--- src/rtl/clink_axi_pkg.sv ---
`default_nettype none
// ============================================================================
// Module      : clink_axi_pkg
// Description : Shared constants and FSM state types for the Camera Link
//               AXI register block.
// Revision    : 1.0 - initial release
// ============================================================================
package clink_axi_pkg;

    localparam logic [7:0] ADDR_UART        = 8'h00;
    localparam logic [7:0] ADDR_CC          = 8'h10;
    localparam logic [7:0] ADDR_UART_VALID  = 8'h20;
    localparam logic [7:0] ADDR_CLINK_READY = 8'h30;

    localparam logic [1:0] RESP_OKAY   = 2'b00;
    localparam logic [1:0] RESP_SLVERR = 2'b10;

    localparam int VALID_BIT_NONEMPTY   = 0;
    localparam int VALID_BIT_TX_PENDING = 1;
    localparam int VALID_BIT_OVERFLOW   = 2;
    localparam int VALID_COUNT_LSB      = 8;

    typedef enum logic [0:0] {
        W_IDLE = 1'b0,
        W_RESP = 1'b1
    } wr_state_t;

    typedef enum logic [0:0] {
        R_IDLE = 1'b0,
        R_DATA = 1'b1
    } rd_state_t;

endpackage
`default_nettype wire

--- src/rtl/clink_rx_fifo.sv ---
`default_nettype none
// ============================================================================
// Module      : clink_rx_fifo
// Description : Synchronous byte FIFO for the camera UART receive path.
// Revision    : 1.0 - initial release
// ============================================================================
module clink_rx_fifo #(
    parameter int DEPTH = 16,
    parameter int WIDTH = 8
) (
    input  logic                     clk,
    input  logic                     rst_n,
    input  logic                     i_push,
    input  logic [WIDTH-1:0]         i_push_data,
    input  logic                     i_pop,
    output logic [WIDTH-1:0]         o_head,
    output logic                     o_full,
    output logic                     o_empty,
    output logic [$clog2(DEPTH):0]   o_count
);

    localparam int AW  = $clog2(DEPTH);
    localparam int CW  = AW + 1;

    logic [WIDTH-1:0] r_mem [DEPTH];
    logic [AW-1:0]    r_wr_ptr;
    logic [AW-1:0]    r_rd_ptr;
    logic [CW-1:0]    r_count;
    logic             w_push;
    logic             w_pop;

    assign o_full  = (r_count == CW'(DEPTH));
    assign o_empty = (r_count == '0);
    assign o_count = r_count;
    assign o_head  = r_mem[r_rd_ptr];

    // A full FIFO still accepts a push when a pop frees the head slot.
    assign w_push = i_push && (!o_full || i_pop);
    assign w_pop  = i_pop && !o_empty;

    always_ff @(posedge clk) begin
        if (w_push) begin
            r_mem[r_wr_ptr] <= i_push_data;
        end
    end

    always_ff @(posedge clk or negedge rst_n) begin
        if (!rst_n) begin
            r_wr_ptr <= '0;
            r_rd_ptr <= '0;
            r_count  <= '0;
        end else begin
            if (w_push) begin
                r_wr_ptr <= r_wr_ptr + AW'(1);
            end
            if (w_pop) begin
                r_rd_ptr <= r_rd_ptr + AW'(1);
            end
            if (w_push && !w_pop) begin
                r_count <= r_count + CW'(1);
            end else if (!w_push && w_pop) begin
                r_count <= r_count - CW'(1);
            end
        end
    end

endmodule
`default_nettype wire

--- src/rtl/axi_clink_regs.sv ---
`default_nettype none
// ============================================================================
// Module      : axi_clink_regs
// Description : AXI responder for Camera Link UART TX/RX and CC registers.
// Revision    : 1.0 - initial release
// ============================================================================
module axi_clink_regs
    import clink_axi_pkg::*;
#(
    parameter int AXI_ADDR_WIDTH = 7,
    parameter int AXI_DATA_WIDTH = 128,
    parameter int RX_FIFO_DEPTH  = 16
) (
    input  logic                          s_axi_aclk,
    input  logic                          s_axi_aresetn,
    input  logic [AXI_ADDR_WIDTH-1:0]     s_axi_awaddr,
    input  logic                          s_axi_awvalid,
    output logic                          s_axi_awready,
    input  logic [AXI_DATA_WIDTH-1:0]     s_axi_wdata,
    input  logic [AXI_DATA_WIDTH/8-1:0]   s_axi_wstrb,
    input  logic                          s_axi_wvalid,
    output logic                          s_axi_wready,
    output logic [1:0]                    s_axi_bresp,
    output logic                          s_axi_bvalid,
    input  logic                          s_axi_bready,
    input  logic [AXI_ADDR_WIDTH-1:0]     s_axi_araddr,
    input  logic                          s_axi_arvalid,
    output logic                          s_axi_arready,
    output logic [AXI_DATA_WIDTH-1:0]     s_axi_rdata,
    output logic [1:0]                    s_axi_rresp,
    output logic                          s_axi_rvalid,
    input  logic                          s_axi_rready,
    output logic [7:0]                    uart_tx_data,
    output logic                          uart_tx_valid,
    input  logic                          uart_tx_ready,
    input  logic [7:0]                    uart_rx_data,
    input  logic                          uart_rx_valid,
    output logic [3:0]                    cc_out,
    input  logic                          clink_ready
);

    localparam int CW = $clog2(RX_FIFO_DEPTH) + 1;

    wr_state_t          r_wr_state, w_wr_state_next;
    rd_state_t          r_rd_state, w_rd_state_next;
    logic               w_wr_accept, w_rd_accept;
    logic [1:0]         r_bresp, r_rresp;
    logic [AXI_DATA_WIDTH-1:0] r_rdata;
    logic [3:0]         r_cc;
    logic               r_tx_pending;
    logic [7:0]         r_tx_data;
    logic               r_overflow;
    logic [15:0]        w_rd_word;
    logic [1:0]         w_rd_resp;
    logic               w_rd_pop, w_ovf_clear, w_ovf_set;
    logic [7:0]         w_fifo_head;
    logic               w_fifo_full, w_fifo_empty;
    logic [CW-1:0]      w_fifo_count;
    logic               w_unused;

    assign w_unused = ^{s_axi_wdata[AXI_DATA_WIDTH-1:8], s_axi_wstrb};

    assign s_axi_awready = w_wr_accept;
    assign s_axi_wready  = w_wr_accept;
    assign s_axi_bvalid  = (r_wr_state == W_RESP);
    assign s_axi_bresp   = r_bresp;
    assign s_axi_arready = w_rd_accept;
    assign s_axi_rvalid  = (r_rd_state == R_DATA);
    assign s_axi_rresp   = r_rresp;
    assign s_axi_rdata   = r_rdata;
    assign uart_tx_valid = r_tx_pending;
    assign uart_tx_data  = r_tx_data;
    assign cc_out        = r_cc;

    clink_rx_fifo #(
        .DEPTH (RX_FIFO_DEPTH),
        .WIDTH (8)
    ) u_rx_fifo (
        .clk         (s_axi_aclk),
        .rst_n       (s_axi_aresetn),
        .i_push      (uart_rx_valid),
        .i_push_data (uart_rx_data),
        .i_pop       (w_rd_pop),
        .o_head      (w_fifo_head),
        .o_full      (w_fifo_full),
        .o_empty     (w_fifo_empty),
        .o_count     (w_fifo_count)
    );

    always_comb begin
        w_wr_state_next = r_wr_state;
        w_wr_accept     = 1'b0;
        case (r_wr_state)
            W_IDLE: if (s_axi_awvalid && s_axi_wvalid) begin
                w_wr_accept     = 1'b1;
                w_wr_state_next = W_RESP;
            end
            W_RESP: if (s_axi_bready) w_wr_state_next = W_IDLE;
            default: w_wr_state_next = W_IDLE;
        endcase
    end

    always_comb begin
        w_rd_state_next = r_rd_state;
        w_rd_accept     = 1'b0;
        case (r_rd_state)
            R_IDLE: if (s_axi_arvalid) begin
                w_rd_accept     = 1'b1;
                w_rd_state_next = R_DATA;
            end
            R_DATA: if (s_axi_rready) w_rd_state_next = R_IDLE;
            default: w_rd_state_next = R_IDLE;
        endcase
    end

    always_ff @(posedge s_axi_aclk or negedge s_axi_aresetn) begin
        if (!s_axi_aresetn) begin
            r_wr_state <= W_IDLE;
            r_rd_state <= R_IDLE;
        end else begin
            r_wr_state <= w_wr_state_next;
            r_rd_state <= w_rd_state_next;
        end
    end

    // Read decode; an empty UART_RX read returns 0 without popping.
    always_comb begin
        w_rd_word   = '0;
        w_rd_resp   = RESP_OKAY;
        w_rd_pop    = 1'b0;
        w_ovf_clear = 1'b0;
        if (s_axi_araddr == AXI_ADDR_WIDTH'(ADDR_UART)) begin
            w_rd_word[7:0] = w_fifo_empty ? 8'h00 : w_fifo_head;
            w_rd_pop       = w_rd_accept && !w_fifo_empty;
        end else if (s_axi_araddr == AXI_ADDR_WIDTH'(ADDR_UART_VALID)) begin
            w_rd_word[VALID_BIT_NONEMPTY]   = !w_fifo_empty;
            w_rd_word[VALID_BIT_TX_PENDING] = r_tx_pending;
            w_rd_word[VALID_BIT_OVERFLOW]   = r_overflow;
            w_rd_word[VALID_COUNT_LSB +: 8] = 8'(w_fifo_count);
            w_ovf_clear = w_rd_accept;
        end else if (s_axi_araddr == AXI_ADDR_WIDTH'(ADDR_CLINK_READY)) begin
            w_rd_word[0] = clink_ready;
        end else begin
            w_rd_resp = RESP_SLVERR;
        end
    end

    assign w_ovf_set = uart_rx_valid && w_fifo_full && !w_rd_pop;

    always_ff @(posedge s_axi_aclk or negedge s_axi_aresetn) begin
        if (!s_axi_aresetn) begin
            r_rdata    <= '0;
            r_rresp    <= RESP_OKAY;
            r_overflow <= 1'b0;
        end else begin
            if (w_rd_accept) begin
                r_rdata <= AXI_DATA_WIDTH'(w_rd_word);
                r_rresp <= w_rd_resp;
            end
            if (w_ovf_set) begin
                r_overflow <= 1'b1;
            end else if (w_ovf_clear) begin
                r_overflow <= 1'b0;
            end
        end
    end

    always_ff @(posedge s_axi_aclk or negedge s_axi_aresetn) begin
        if (!s_axi_aresetn) begin
            r_bresp      <= RESP_OKAY;
            r_cc         <= '0;
            r_tx_pending <= 1'b0;
            r_tx_data    <= '0;
        end else begin
            if (r_tx_pending && uart_tx_ready) begin
                r_tx_pending <= 1'b0;
            end
            if (w_wr_accept) begin
                if (s_axi_awaddr == AXI_ADDR_WIDTH'(ADDR_UART)) begin
                    if (r_tx_pending) begin
                        r_bresp <= RESP_SLVERR;
                    end else begin
                        r_bresp      <= RESP_OKAY;
                        r_tx_pending <= 1'b1;
                        r_tx_data    <= s_axi_wdata[7:0];
                    end
                end else if (s_axi_awaddr == AXI_ADDR_WIDTH'(ADDR_CC)) begin
                    r_bresp <= RESP_OKAY;
                    r_cc    <= s_axi_wdata[3:0];
                end else begin
                    r_bresp <= RESP_SLVERR;
                end
            end
        end
    end

endmodule
`default_nettype wire

--- config.mk ---
export PLATFORM = sky130hd
export DESIGN_NAME = axi_clink_regs
export DESIGN_NICKNAME = d
export VERILOG_FILES = /design/src/rtl/clink_axi_pkg.sv /design/src/rtl/clink_rx_fifo.sv /design/src/rtl/axi_clink_regs.sv
export SDC_FILE = /design/constraint.sdc
export NUM_CORES = 1
export LEC_CHECK = 0
export CAP_MARGIN = 20
export CORE_ASPECT_RATIO = 0.8
export CORE_MARGIN = 4
export CORE_UTILIZATION = 24
export DETAILED_ROUTE_END_ITERATION = 10
export GPL_TIMING_DRIVEN = 0
export MAX_ROUTING_LAYER = met4
export PLACE_DENSITY = 0.62
export SYNTH_ARGS = -nofsm -noshare
export SYNTH_HDL_FRONTEND = slang
export SYNTH_SLANG_ARGS = --single-unit
--- constraint.sdc ---
create_clock -name s_axi_aclk -period 5.3 [get_ports s_axi_aclk]
set_input_delay 1.06 -clock s_axi_aclk [delete_from_list [all_inputs] [get_ports s_axi_aclk]]
set_output_delay 1.06 -clock s_axi_aclk [all_outputs]
set_load 0.02 [all_outputs]
* Yosys cells after proc, flatten, opt, wreduce, memory -nomap -nowiden
Memories as Yosys holds them, arrays and structs flattened.
Index checks and enable logic that the tools add are counted.
Widths: inputs -> output; s select.
** Word-level totals
- Register bits :: 49
- RAM bits :: 128
- Input port bits :: 176
- Output and inout bits :: 150
- Logic and storage cells :: 82
- Memories :: 1
** Cells by class
- Add/subtract/negate cells :: 4
- Eq/ne operators :: 4
- Multiplexer cells :: 35
- Bitwise operators :: 4
- Reduce and logical (&&, ||, !) cells :: 22
** Memory list
- u_rx_fifo.r_mem :: depth 16, width 8, rd ports 1, clocked after memory_dff 0, wr ports 1, line clink_rx_fifo.sv:25 : logic [WIDTH-1:0] r_mem [DEPTH];
** Operator list (number)
- $mux 5 :: 5
- $mux 1 :: 19
- $eq 7x6->1 const B :: 2
- $logic_not 7->1 :: 2
- $mux 2 :: 7
- $logic_and 1x1->1 :: 9
- $add 4x1->4 const B :: 2
- $mux 8 :: 1
- $eq 7x5->1 const B :: 1
- $reduce_and 3->1 :: 2
- $add 5x1->5 const B :: 1
- $eq 5x5->1 const B :: 1
- $logic_not 1->1 :: 5
- $logic_not 5->1 :: 1
- $sub 5x1->5 const B :: 1
- $not 1->1 :: 4
- $pmux 1 s2 :: 2
- $reduce_bool 2->1 :: 2
- $mux 3 :: 1
- $logic_or 1x1->1 :: 1

* Logic depth before layout (Yosys ltp)
Gate-level depths: netlist of the first run.
- Word-level depth :: 10
- Mapped depth :: 12
- Gate-level depth less buffers :: 11

* Modules after synthesis
Synthesis of the first run repeated with hierarchy kept, for this count alone.
** Unflattened totals
- Cell total of the unflattened synthesis :: 534
- Area, all modules :: 7941.4 um2
** By module, submodules not included
- clink_rx_fifo :: instances 1, cells each 319, area each 5736.8 um2, seq. area each 4169.0 um2
- axi_clink_regs :: instances 1, cells each 215, area each 2204.6 um2, seq. area each 775.7 um2

* Least setup slack after synthesis of the first run
Ideal clock, no wire load.
- Path kind :: input to register
- Start :: in s_axi_araddr[1]
- End :: reg u_rx_fifo.r_count[4] (netlist: u_rx_fifo.o_count[4])
- Library setup time :: 0.080 ns
- Arrival :: 3.238 ns
- Data required time :: 5.220 ns
- Path slack :: 1.982 ns
- Cell stages on the path :: 12
- Path buffers :: 1
- Cells stage by stage :: nor4b_2 -> and3_1 -> buf_2 -> o21ai_2 -> inv_1 -> ha_1 -> inv_1 -> fa_1 -> a21o_1 -> a21oi_1 -> mux2i_1 -> xnor2_1
** Between the ends
- Cells in the longest elaborated chain, start to end :: 7
- Elaborated cells between the ends (all ways) :: 11
- Classes of those cells :: mux (2); reduce/logical (9)
** Ends and longest elaborated chain
- start, declared :: line axi_clink_regs.sv:26 : input logic [AXI_ADDR_WIDTH-1:0] s_axi_araddr,
- $logic_not 7->1 * :: line axi_clink_regs.sv:132 : if (s_axi_araddr == AXI_ADDR_WIDTH'(ADDR_UART)) begin
- $mux 1 * :: line axi_clink_regs.sv:132
- $logic_or 1x1->1 * :: line clink_rx_fifo.sv:38 : assign w_push = i_push && (!o_full || i_pop);
- $logic_and 1x1->1 * :: line clink_rx_fifo.sv:38
- net u_rx_fifo.w_push :: line clink_rx_fifo.sv:29 : logic w_push;
- $logic_not 1->1 :: line clink_rx_fifo.sv:61 : end else if (!w_push && w_pop) begin
- $logic_and 1x1->1 :: line clink_rx_fifo.sv:61
- $reduce_bool 2->1 (no line)
- end signal, assigned :: line clink_rx_fifo.sv:60 : r_count <= r_count + CW'(1);
- end signal, assigned :: line clink_rx_fifo.sv:62 : r_count <= r_count - CW'(1);
- end, declared :: line clink_rx_fifo.sv:28 : logic [CW-1:0] r_count;
The timed path passes the listed nets; every way through them passes the cells marked *.
A chain may end at the register's enable or synchronous reset.

* Final worst setup path of the first run
Same ends and word-level chain as after synthesis.

==> results of run 1 <==
-- cells by family (layout without fill, tap and decap cells) --
kind of cell / count (synthesis) / in the layout
AND/OR/NAND/NOR: 61 / 61
adder cells (fa/ha/maj): 10 / 10
AO/OA/AOI/OAI: 35 / 35
buffers and inverters: 149 / 255
multiplexers: 65 / 65
other: 1 / 117
XOR/XNOR: 10 / 10
flip-flops: 172 / 172
-- stage by stage --
stage	util (%)	std cells	cell area (um^2)
after floorplan	-	619	8370
after global placement	29.6	1118	9620
after detailed placement	29.7	1120	9660
after CTS	31.4	1152	10200
after global routing	31.4	1152	10200
final	31.4	1152	10200
-- per-layer routing --
layer / vias to the layer above / track usage (%) / share of wire [%]
met4: 0 / 2.37 / 0.86
met3: 9 / 2.40 / 6.8
met2: 142 / 15.8 / 50
li1: 2060 / - / -
met5: - / - / 0
met1: 2108 / 12.1 / 42
-- final timing paths --
path	cells after the start	slack (ns)	endpoint	start
worst min-delay path	2	0.48	s_axi_bresp[1]	s_axi_bresp[1]
max in group asynchronous	2	4.16	cc_out[3]	s_axi_aresetn
min in group asynchronous	1	0.60	u_rx_fifo.o_count[3]	s_axi_aresetn
worst min register to register	2	0.48	s_axi_bresp[1]	s_axi_bresp[1]
worst max-delay path	13	1.68	u_rx_fifo.o_count[4]	s_axi_araddr[1]
worst max register to register	11	2.28	u_rx_fifo.o_count[4]	u_rx_fifo.o_count[0]
-- state kept, by name, indices dropped and copies added (netlist names), 4 cells and up --
register	flops
u_rx_fifo.o_count	5
u_rx_fifo.r_mem	128
uart_tx_data	8
u_rx_fifo.r_rd_ptr	4
s_axi_rdata	13
cc_out	4
u_rx_fifo.r_wr_ptr	4
-- worst register-to-register path, stage by stage (launching register included) --
cell      delay [ns]
dfrtp_1         0.44
nor4_1          0.51
nand2b_1        0.09
buf_2           0.20
nand2_1         0.19
ha_1            0.19
inv_1           0.11
fa_1            0.47
a21o_1          0.19
a21oi_1         0.18
mux2i_1         0.24
xnor2_1         0.13
-- layout by cell type, fill, tap and decap left out, types with 2 or more instances in the layout --
cell	count
nand2b_1	5
buf_12	2
o211ai_1	9
mux4_1	11
buf_4	120
nor2_1	17
mux2_2	12
clkbuf_1	9
clkinvlp_4	2
nand4_1	4
mux2_4	8
nor3_1	2
mux4_2	21
buf_2	10
edfxtp_1	128
ha_1	9
a22oi_1	2
o21ai_0	8
a22o_1	5
nor3_2	3
nand2_1	14
and3_1	3
buf_1	2
o221ai_1	3
clkbuf_16	17
clkdlybuf4s50_1	71
inv_1	11
buf_6	2
a21o_1	2
mux2i_1	13
a21oi_1	3
nor4_1	2
dfrtp_1	44
nand3_1	4
conb_1	117
xnor2_1	9
inv_6	5
-- report_power, final --
group          switching [mW]  internal (mW)  leakage (nW)
sequential             0.0619           1.60          1.73
combinational           0.355          0.248          2.09
clock                   0.538          0.668         0.267
total                   0.954           2.52          4.09
-- layout make-up --
| cell class | instances | area [um^2] | area share, % |
|---|---|---|---|
| plain buffers | 138 | 1010 | 9.89 |
| clock buffers | 22 | 454 | 4.45 |
| clock inverters | 10 | 103 | 1.00 |
| inverters | 11 | 41.3 | 0.404 |
| multi-input cells | 298 | 2380 | 23.4 |
| flip-flops and latches | 172 | 4940 | 48.4 |
| well taps | 427 | 534 | 5.23 |
| repair buffers | 74 | 741 | 7.25 |
==> results.cfg, run 1 <==
[outcome]
run_status = completed

[logic_synthesis]
synth_edf_count = 128
synth.most_common_cell = edfxtp_1
netlist_instances = 503
synth_seq_area_share_pct = 62.4
synth_top_area_share_pct = 48.5
synth_compound_area_share_pct = 3.16
avgSynthCellArea_um2 = 15.8
synth_top_family_by_area = multiplexers
ys_top_cells_by_count = edfxtp_1 (128), buf_4 (120), dfrtp_1 (44)
synthDistinctLibCells = 44
synth_top_cell_by_area = edfxtp_1
muxShareOfSynthArea_pct = 14.5
synthXorXnorAreaFrac_pct = 1.10
ys.flop_type = edfxtp_1
ys_async_sr_fraction_pct = 25.6
syn-cell-area_um2 = 7930
synth-seq-cells = 172
synth_warnings = 0
yosys-top-cells-area = edfxtp_1 (48%), dfrtp_1 (14%), buf_4 (11%), mux4_2 (6.0%), mux4_1 (3.6%)
synthAdderAreaFrac_pct = 1.67
synth-simple-area-share_pct = 3.94

[sta]
worst_slack_ns = 1.68
finalSetupViolCount = 0
holdWs_ns = 0.483
fin_tns_setup_ns = 0
fin_crit_ns = 3.62
worstMarginPinSlew_ns = 0.970
max_freq_mhz = 276
finalCritPeriodShare_pct = 68.4
drv_slew = 0
hold_viol = 0
finClkSkew_ns = 0.0103
relSlewSlack_pct = 35.1
rsz0062_at_grt = no

[global_routing]
overflow = 0
grt_pass1_vias = 4160
grt_pass1_wl_mm = 25.5
grt_use_total_pct = 9.66
grt_max_degree = 27
antenna_found_initial = 0

[power_and_ir_drop]
finalPower_mw = 3.47
power_leakage_nw = 4.09
vdd_ir_drop_max_v = 0.000253
power.density_nw_per_um2 = 340

[worst_hold_path]
hold_path_class = reg2reg

[clock_tree]
cts_resized = 0
max-clock-path-buffers = 2
cts.sinks = 172
cts_made_buffers = 17
htreeDepth = 4
clkLatencyLatePin_ns = 0.43
root_buffer = clkbuf_16
clk_pin_slew_worst_paths_ns = 0.06
postCtsSetupRepairBufs = 0
cts_hold_buf = 0
tritoncts = done

[drt]
routed_wl_mm = 17.0
drt_iter0_markers = 338
avgViaCountPerCell = 3.75
wl_per_cell_um = 14.8
drcViolationCount = 0
first_pass_iters = 4
ant_nets = 0
vias = 4319

[worst_setup_path]
crit_type = in2reg
crit_fanout = 7
path_common_cell = inv_1
crit_family = buffers and inverters
path_cells = clkdlybuf4s50_1 -> nor4b_2 -> and3_1 -> buf_2 -> o21ai_2 -> inv_1 -> ha_1 -> inv_1 -> fa_1 -> a21o_1 -> a21oi_1 -> mux2i_1 -> xnor2_1
slowest_stage = fa_1
crit_buf_inv = 4
slowest_delay_ns = 0.47
cp_data_required_time_ns = 5.64
endpoint_kind = flop
worstPathArrival_ns = 3.97
start_kind = input port

[floorplanning]
ioPinCount = 326
fp.dieH_um = 171
fp.dieW_um = 211
initial_core_util_pct = 24.4
placementRows = 59
core_area_um2 = 32600
dieArea_um2 = 36000

[placed_design]
gp_congestion = 0.723
port_buffers = 72
preCtsSetupSlack_ns = 1.27
hpwl_mm = 12.1

[finish]
diodes = 0
drive_above_1_share_pct = 28.8
fill_cells = 3212
areaGrowthSynthToFinish_pct = 28.8
finish.net_count = 898

[job]
maxCapViolations = 0
(Power assumes the default switching activity.)
==> inputs of run 2 (changes only) <==
--- a/config.mk
+++ b/config.mk
@@ -12,7 +12,7 @@
 export DETAILED_ROUTE_END_ITERATION = 10
 export GPL_TIMING_DRIVEN = 0
 export MAX_ROUTING_LAYER = met4
-export PLACE_DENSITY = 0.62
+export PLACE_DENSITY = 0.64
 export SYNTH_ARGS = -nofsm -noshare
 export SYNTH_HDL_FRONTEND = slang
 export SYNTH_SLANG_ARGS = --single-unit
==> constraint.sdc (replaced) <==
create_clock -name s_axi_aclk -period 3.2 [get_ports s_axi_aclk]
set_input_delay 0.64 -clock s_axi_aclk [delete_from_list [all_inputs] [get_ports s_axi_aclk]]
set_output_delay 0.64 -clock s_axi_aclk [all_outputs]
set_load 0.02 [all_outputs]
==> run 2 against run 1 <==
Sequential cell count unchanged. Clock skew increased by 0.0022 ns. Total power up 69%. First-iteration DRC count shrank 7.4%. Setup slack lost 1.5 ns. Count of clock-buffer cells in the layout decreased by 4. Die area unchanged. Critical path type unchanged. Critical endpoint unchanged.
==> results.cfg, run 2 (synthesized netlist as in run 1, its figures left out) <==
[outcome]
run_status = completed

[worst_setup_path]
path_cells = clkdlybuf4s50_1 -> nor4b_4 -> and3_1 -> clkbuf_4 -> o21ai_2 -> inv_1 -> ha_1 -> inv_2 -> fa_2 -> a21o_1 -> a21oi_1 -> mux2i_1 -> xnor2_1
crit_type = in2reg
cp_data_required_time_ns = 3.56
r2r_slack_ns = 0.40
worstPathArrival_ns = 3.38
endpoint_kind = flop
slowest_stage = clkdlybuf4s50_1
crit_fanout = 7
r2r_start = u_rx_fifo.o_count[0]
r2r_end = u_rx_fifo.o_count[4]
rr_worst_depth = 11
slowest_delay_ns = 0.44
start_kind = input port

[placed_design]
gp_congestion = 0.728
preCtsSetupSlack_ns = -0.416
port_buffers = 72
hpwl_mm = 11.8

[drt]
avgViaCountPerCell = 3.73
drt_iter0_markers = 313
wl_per_cell_um = 14.2
vias = 4292
ant_nets = 0
first_pass_iters = 4
drcViolationCount = 0
routed_wl_mm = 16.3

[floorplanning]
fp.dieH_um = 171
core_area_um2 = 32600
dieArea_um2 = 36000
placementRows = 59
ioPinCount = 326
fp.dieW_um = 211
initial_core_util_pct = 24.4

[power_and_ir_drop]
finalPower_mw = 5.85
vdd_ir_drop_max_v = 0.000430
swShare_pct = 27.6
power_leakage_nw = 4.11
pwr-share-comb_pct = 17.2
p_int_mw = 4.24
power.density_nw_per_um2 = 570
seqPwrFrac_pct = 47.1
p_switching_mw = 1.61
clockPowerShare_pct = 35.7

[sta]
hold_viol = 0
drv_slew = 0
max_freq_mhz = 331
finClkSkew_ns = 0.0126
worst_slack_ns = 0.176
worstMarginPinSlew_ns = 0.919
rsz0062_at_grt = no
relSlewSlack_pct = 38.5
finalSetupViolCount = 0
holdWs_ns = 0.0666
fin_crit_ns = 3.02
finalCritPeriodShare_pct = 94.5

[finish]
post-route-util_pct = 31.5
largest_register_ffs = 128
diodes = 0
drive_above_1_share_pct = 29.4
layout_commonest_cell = edfxtp_1
finish.net_count = 898
layout_common_cells = edfxtp_1 (128), buf_4 (121), conb_1 (117)
areaGrowthSynthToFinish_pct = 29.4
fill_cells = 3201
largest-register = u_rx_fifo.r_mem

[global_routing]
grt_use_total_pct = 9.38
grt_pass1_wl_mm = 24.6
antenna_found_initial = 0
overflow = 0
grt_max_degree = 36
grt_pass1_vias = 4082

[clock_tree]
cts.sinks = 172
clkLatencyLatePin_ns = 0.43
postCtsSetupRepairBufs = 0
max-clock-path-buffers = 2
tritoncts = done
cts_made_buffers = 17
clk_pin_slew_worst_paths_ns = 0.07
htreeDepth = 4
root_buffer = clkbuf_16

[job]
maxCapViolations = 0

[worst_hold_path]
hold_path_class = in2async
run 2: changes by cell type in the layout (fill, tap and decap cells not counted), sizes merged:
| cell | previous run | this run |
|---|---|---|
| clkinv | 2 | 3 |
| clkinvlp | 2 | 0 |
| buf | 136 | 135 |
| bufinv | 1 | 2 |
| clkbuf | 27 | 24 |
| inv | 16 | 19 |
run 2: through the flow:
step / instance area [um^2] / std cells / setup TNS (ns)
floorplan: 8370 / 619 / 0
global placement: 9620 / 1118 / -20.85
detailed placement: 9660 / 1120 / -8.80
CTS: 10200 / 1151 / 0
global route: 10300 / 1151 / 0
finish: 10300 / 1151 / 0
run 2: how the worst max path moves through the flow:
| stage | to | from | depth (start not counted) |
|---|---|---|---|
| floorplan | u_rx_fifo.o_count[4] | s_axi_araddr[1] | 12 |
| global placement | u_rx_fifo.r_mem[2][6] | s_axi_araddr[1] | 7 |
| detailed placement | u_rx_fifo.o_count[4] | s_axi_araddr[1] | 13 |
| CTS | u_rx_fifo.o_count[4] | s_axi_arvalid | 13 |
| global route | u_rx_fifo.o_count[4] | s_axi_araddr[6] | 13 |
| finish | u_rx_fifo.o_count[4] | s_axi_araddr[6] | 13 |
run 2: final cells by class:
| type | count | area (um^2) | share of cell area, % |
|---|---|---|---|
| well taps | 427 | 534 | 5.21 |
| repair buffers | 74 | 743 | 7.24 |
| plain buffers | 138 | 1010 | 9.86 |
| multi-input cells | 298 | 2400 | 23.4 |
| flip-flops and latches | 172 | 4940 | 48.2 |
| clock buffers | 18 | 429 | 4.18 |
| clock inverters | 13 | 155 | 1.51 |
| inverters | 11 | 41.3 | 0.402 |
run 2: repair_timing:
action,4_1_cts,5_1_grt
hold buffers,0,0
gates resized for setup,0,5
endpoints found under the setup margin,0,6
run 2: routing by layer:
metal | track usage (%) | routed length [um] | share of wire [%]
met2 | 14.9 | 8200 | 50
met1 | 11.8 | 6750 | 41
met5 | - | 0 | 0
met4 | 3.10 | 200 | 1.2
met3 | 2.38 | 1200 | 7.3
run 2: critical path, delay by kind of cell:
family                   cells  cell delay (ns)
multiplexers                 1             0.24
XOR/XNOR                     1             0.13
AO/OA/AOI/OAI                3             0.46
buffers and inverters        4             0.78
adder cells (fa/ha/maj)      2             0.57
AND/OR/NAND/NOR              2             0.57
run 2: power groups by stage:
stage / logic [mW] / registers, mW / clock network [mW]
after floorplan: 0.702 / 2.78 / 0
after global placement: 0.972 / 2.79 / 0
after detailed placement: 0.999 / 2.80 / 0
after CTS: 1.00 / 2.75 / 2.14
after global routing: 1.12 / 2.78 / 2.24
final: 1.00 / 2.76 / 2.09
==> inputs of run 3 (changes only) <==
--- a/config.mk
+++ b/config.mk
@@ -6,7 +6,7 @@
 export NUM_CORES = 1
 export LEC_CHECK = 0
 export CAP_MARGIN = 20
-export CORE_ASPECT_RATIO = 0.8
+export CORE_ASPECT_RATIO = 0.75
 export CORE_MARGIN = 4
 export CORE_UTILIZATION = 24
 export DETAILED_ROUTE_END_ITERATION = 10
==> constraint.sdc (replaced) <==
create_clock -name s_axi_aclk -period 3.2 [get_ports s_axi_aclk]
set_input_delay 0.8 -clock s_axi_aclk [delete_from_list [all_inputs] [get_ports s_axi_aclk]]
set_output_delay 0.8 -clock s_axi_aclk [all_outputs]
set_load 0.02 [all_outputs]
==> run 3 against run 2 <==
Maximum frequency is 2.2% lower. Via count is 0.68% higher. Clock power hardly changed. Critical path depth stayed put. Clock skew is 0.00073 ns higher. Global-route usage is 0.067 points lower.
==> results.cfg, run 3 (synthesized netlist as in run 1, its figures left out) <==
[placed_design]
post-place-cells = 1135
hpwl_mm = 11.9
port_buffers = 72
placed_cell_area_um2 = 9680
gp_congestion = 0.741

[worst_setup_path]
start_kind = input port
crit_fanout = 7
rr_worst_depth = 11
path_cells = clkdlybuf4s50_1 -> nor4b_4 -> and3_4 -> buf_6 -> o21ai_2 -> inv_1 -> ha_2 -> inv_2 -> fa_2 -> a21o_1 -> a21oi_2 -> mux2i_1 -> xnor2_1
crit_family = buffers and inverters
cp.depth = 13
cp_data_required_time_ns = 3.55
startpoint = s_axi_araddr[1]
crit_buf_inv = 4
worstPathArrival_ns = 3.44
slowest_delay_ns = 0.44
endpoint_kind = flop
r2r_slack_ns = 0.31
crit_path_end = u_rx_fifo.o_count[4]
r2r_start = u_rx_fifo.o_count[0]
r2r_end = u_rx_fifo.o_count[4]
slowest_stage = clkdlybuf4s50_1
crit_type = in2reg

[global_routing]
grt_pass1_wl_mm = 24.5
overflow = 0
grt_use_total_pct = 9.31
antenna_found_initial = 0
grt_max_degree = 34
grt_pass1_vias = 4214

[clock_tree]
cts_hold_buf = 0
htreeDepth = 4
clkLatencyLatePin_ns = 0.43
max-clock-path-buffers = 2
root_buffer = clkbuf_16
clk_pin_slew_worst_paths_ns = 0.07
cts.sinks = 172
cts_made_buffers = 17
tritoncts = done

[floorplanning]
fp.dieH_um = 165
dieArea_um2 = 36000
core_area_um2 = 32400
fp.dieW_um = 218
placementRows = 57
initial_core_util_pct = 24.4
ioPinCount = 326

[drt]
wl_met1_mm = 7.09
drcViolationCount = 0
route.met2.wl_mm = 8.27
drt_iter0_markers = 299
ant_nets = 0
wl_met3_mm = 1.04
avgViaCountPerCell = 3.70
wl_per_cell_um = 14.1
vias = 4321
first_pass_iters = 5
routed_wl_mm = 16.5
maxUsedRoutingLayer = met4

[sta]
max_freq_mhz = 323
worstMarginPinSlew_ns = 0.927
drv_slew = 0
finClkSkew_ns = 0.0133
hold_viol = 0
rsz0062_at_grt = no
finalCritPeriodShare_pct = 96.6
finalSetupViolCount = 0
relSlewSlack_pct = 38.0
holdWs_ns = 0.273
fin_crit_ns = 3.09

[finish]
layout_commonest_cell = edfxtp_1
largest-register = u_rx_fifo.r_mem
diodes = 0
drive_above_1_share_pct = 30.3
finish.net_count = 899
largest_register_ffs = 128
design_area_um2 = 10300
layout_common_cells = edfxtp_1 (128), buf_4 (122), conb_1 (117)
post-route-util_pct = 31.8
stdcell_count = 1168
areaGrowthSynthToFinish_pct = 30.2

[job]
maxCapViolations = 0

[power_and_ir_drop]
vdd_ir_drop_max_v = 0.000366
power.density_nw_per_um2 = 567
finalPower_mw = 5.86
power_leakage_nw = 4.12

[outcome]
run_status = completed

[worst_hold_path]
hold_path_class = in2async
[run 3: final cells by class]
class	count	area, um^2
fill	3216	22100
sequential	172	4940
clock inverter	15	181
multi-input combinational	298	2410
clock buffer	17	425
timing repair buffer	75	751
buffer	138	1020
inverter	11	41.3
tap	442	553
[run 3: how the worst min path moves through the flow]
stage	cells after the start	slack (ns)	to	startpoint
after floorplan	2	0.49	s_axi_rdata[2]	r_overflow
after global routing	1	0.27	u_rx_fifo.r_wr_ptr[3]	s_axi_aresetn
final	1	0.27	u_rx_fifo.r_wr_ptr[3]	s_axi_aresetn
after global placement	2	0.47	s_axi_bresp[1]	s_axi_bresp[1]
after detailed placement	2	0.48	s_axi_bresp[1]	s_axi_bresp[1]
after CTS	1	0.27	u_rx_fifo.r_wr_ptr[3]	s_axi_aresetn
[run 3: where the power goes]
part	leakage, nW	switching (mW)	internal, mW
logic	2.09	0.599	0.427
clock network	0.295	0.965	1.12
registers	1.73	0.102	2.65
total	4.12	1.67	4.19
[run 3: per-layer routing]
layer / GRT usage, % / vias up
met5: - / -
met4: 2.30 / 0
met3: 2.58 / 6
met2: 15.4 / 123
met1: 11.4 / 2126
li1: - / 2066
[run 3: through the flow]
step / setup TNS (ns) / setup WS [ns]
6_report: 0 / 0.107
5_1_grt: 0 / 0.0157
4_1_cts: 0 / 0.0169
3_5_place_dp: -33.32 / -0.646
3_3_place_gp: -45.16 / -0.729
2_1_floorplan: 0 / 0.142
[run 3: what timing repair did]
item                                    CTS  global route
setup buffers                             0             1
endpoints found under the setup margin    5             2
pin swaps                                 2             4
gates resized for setup                   6             3
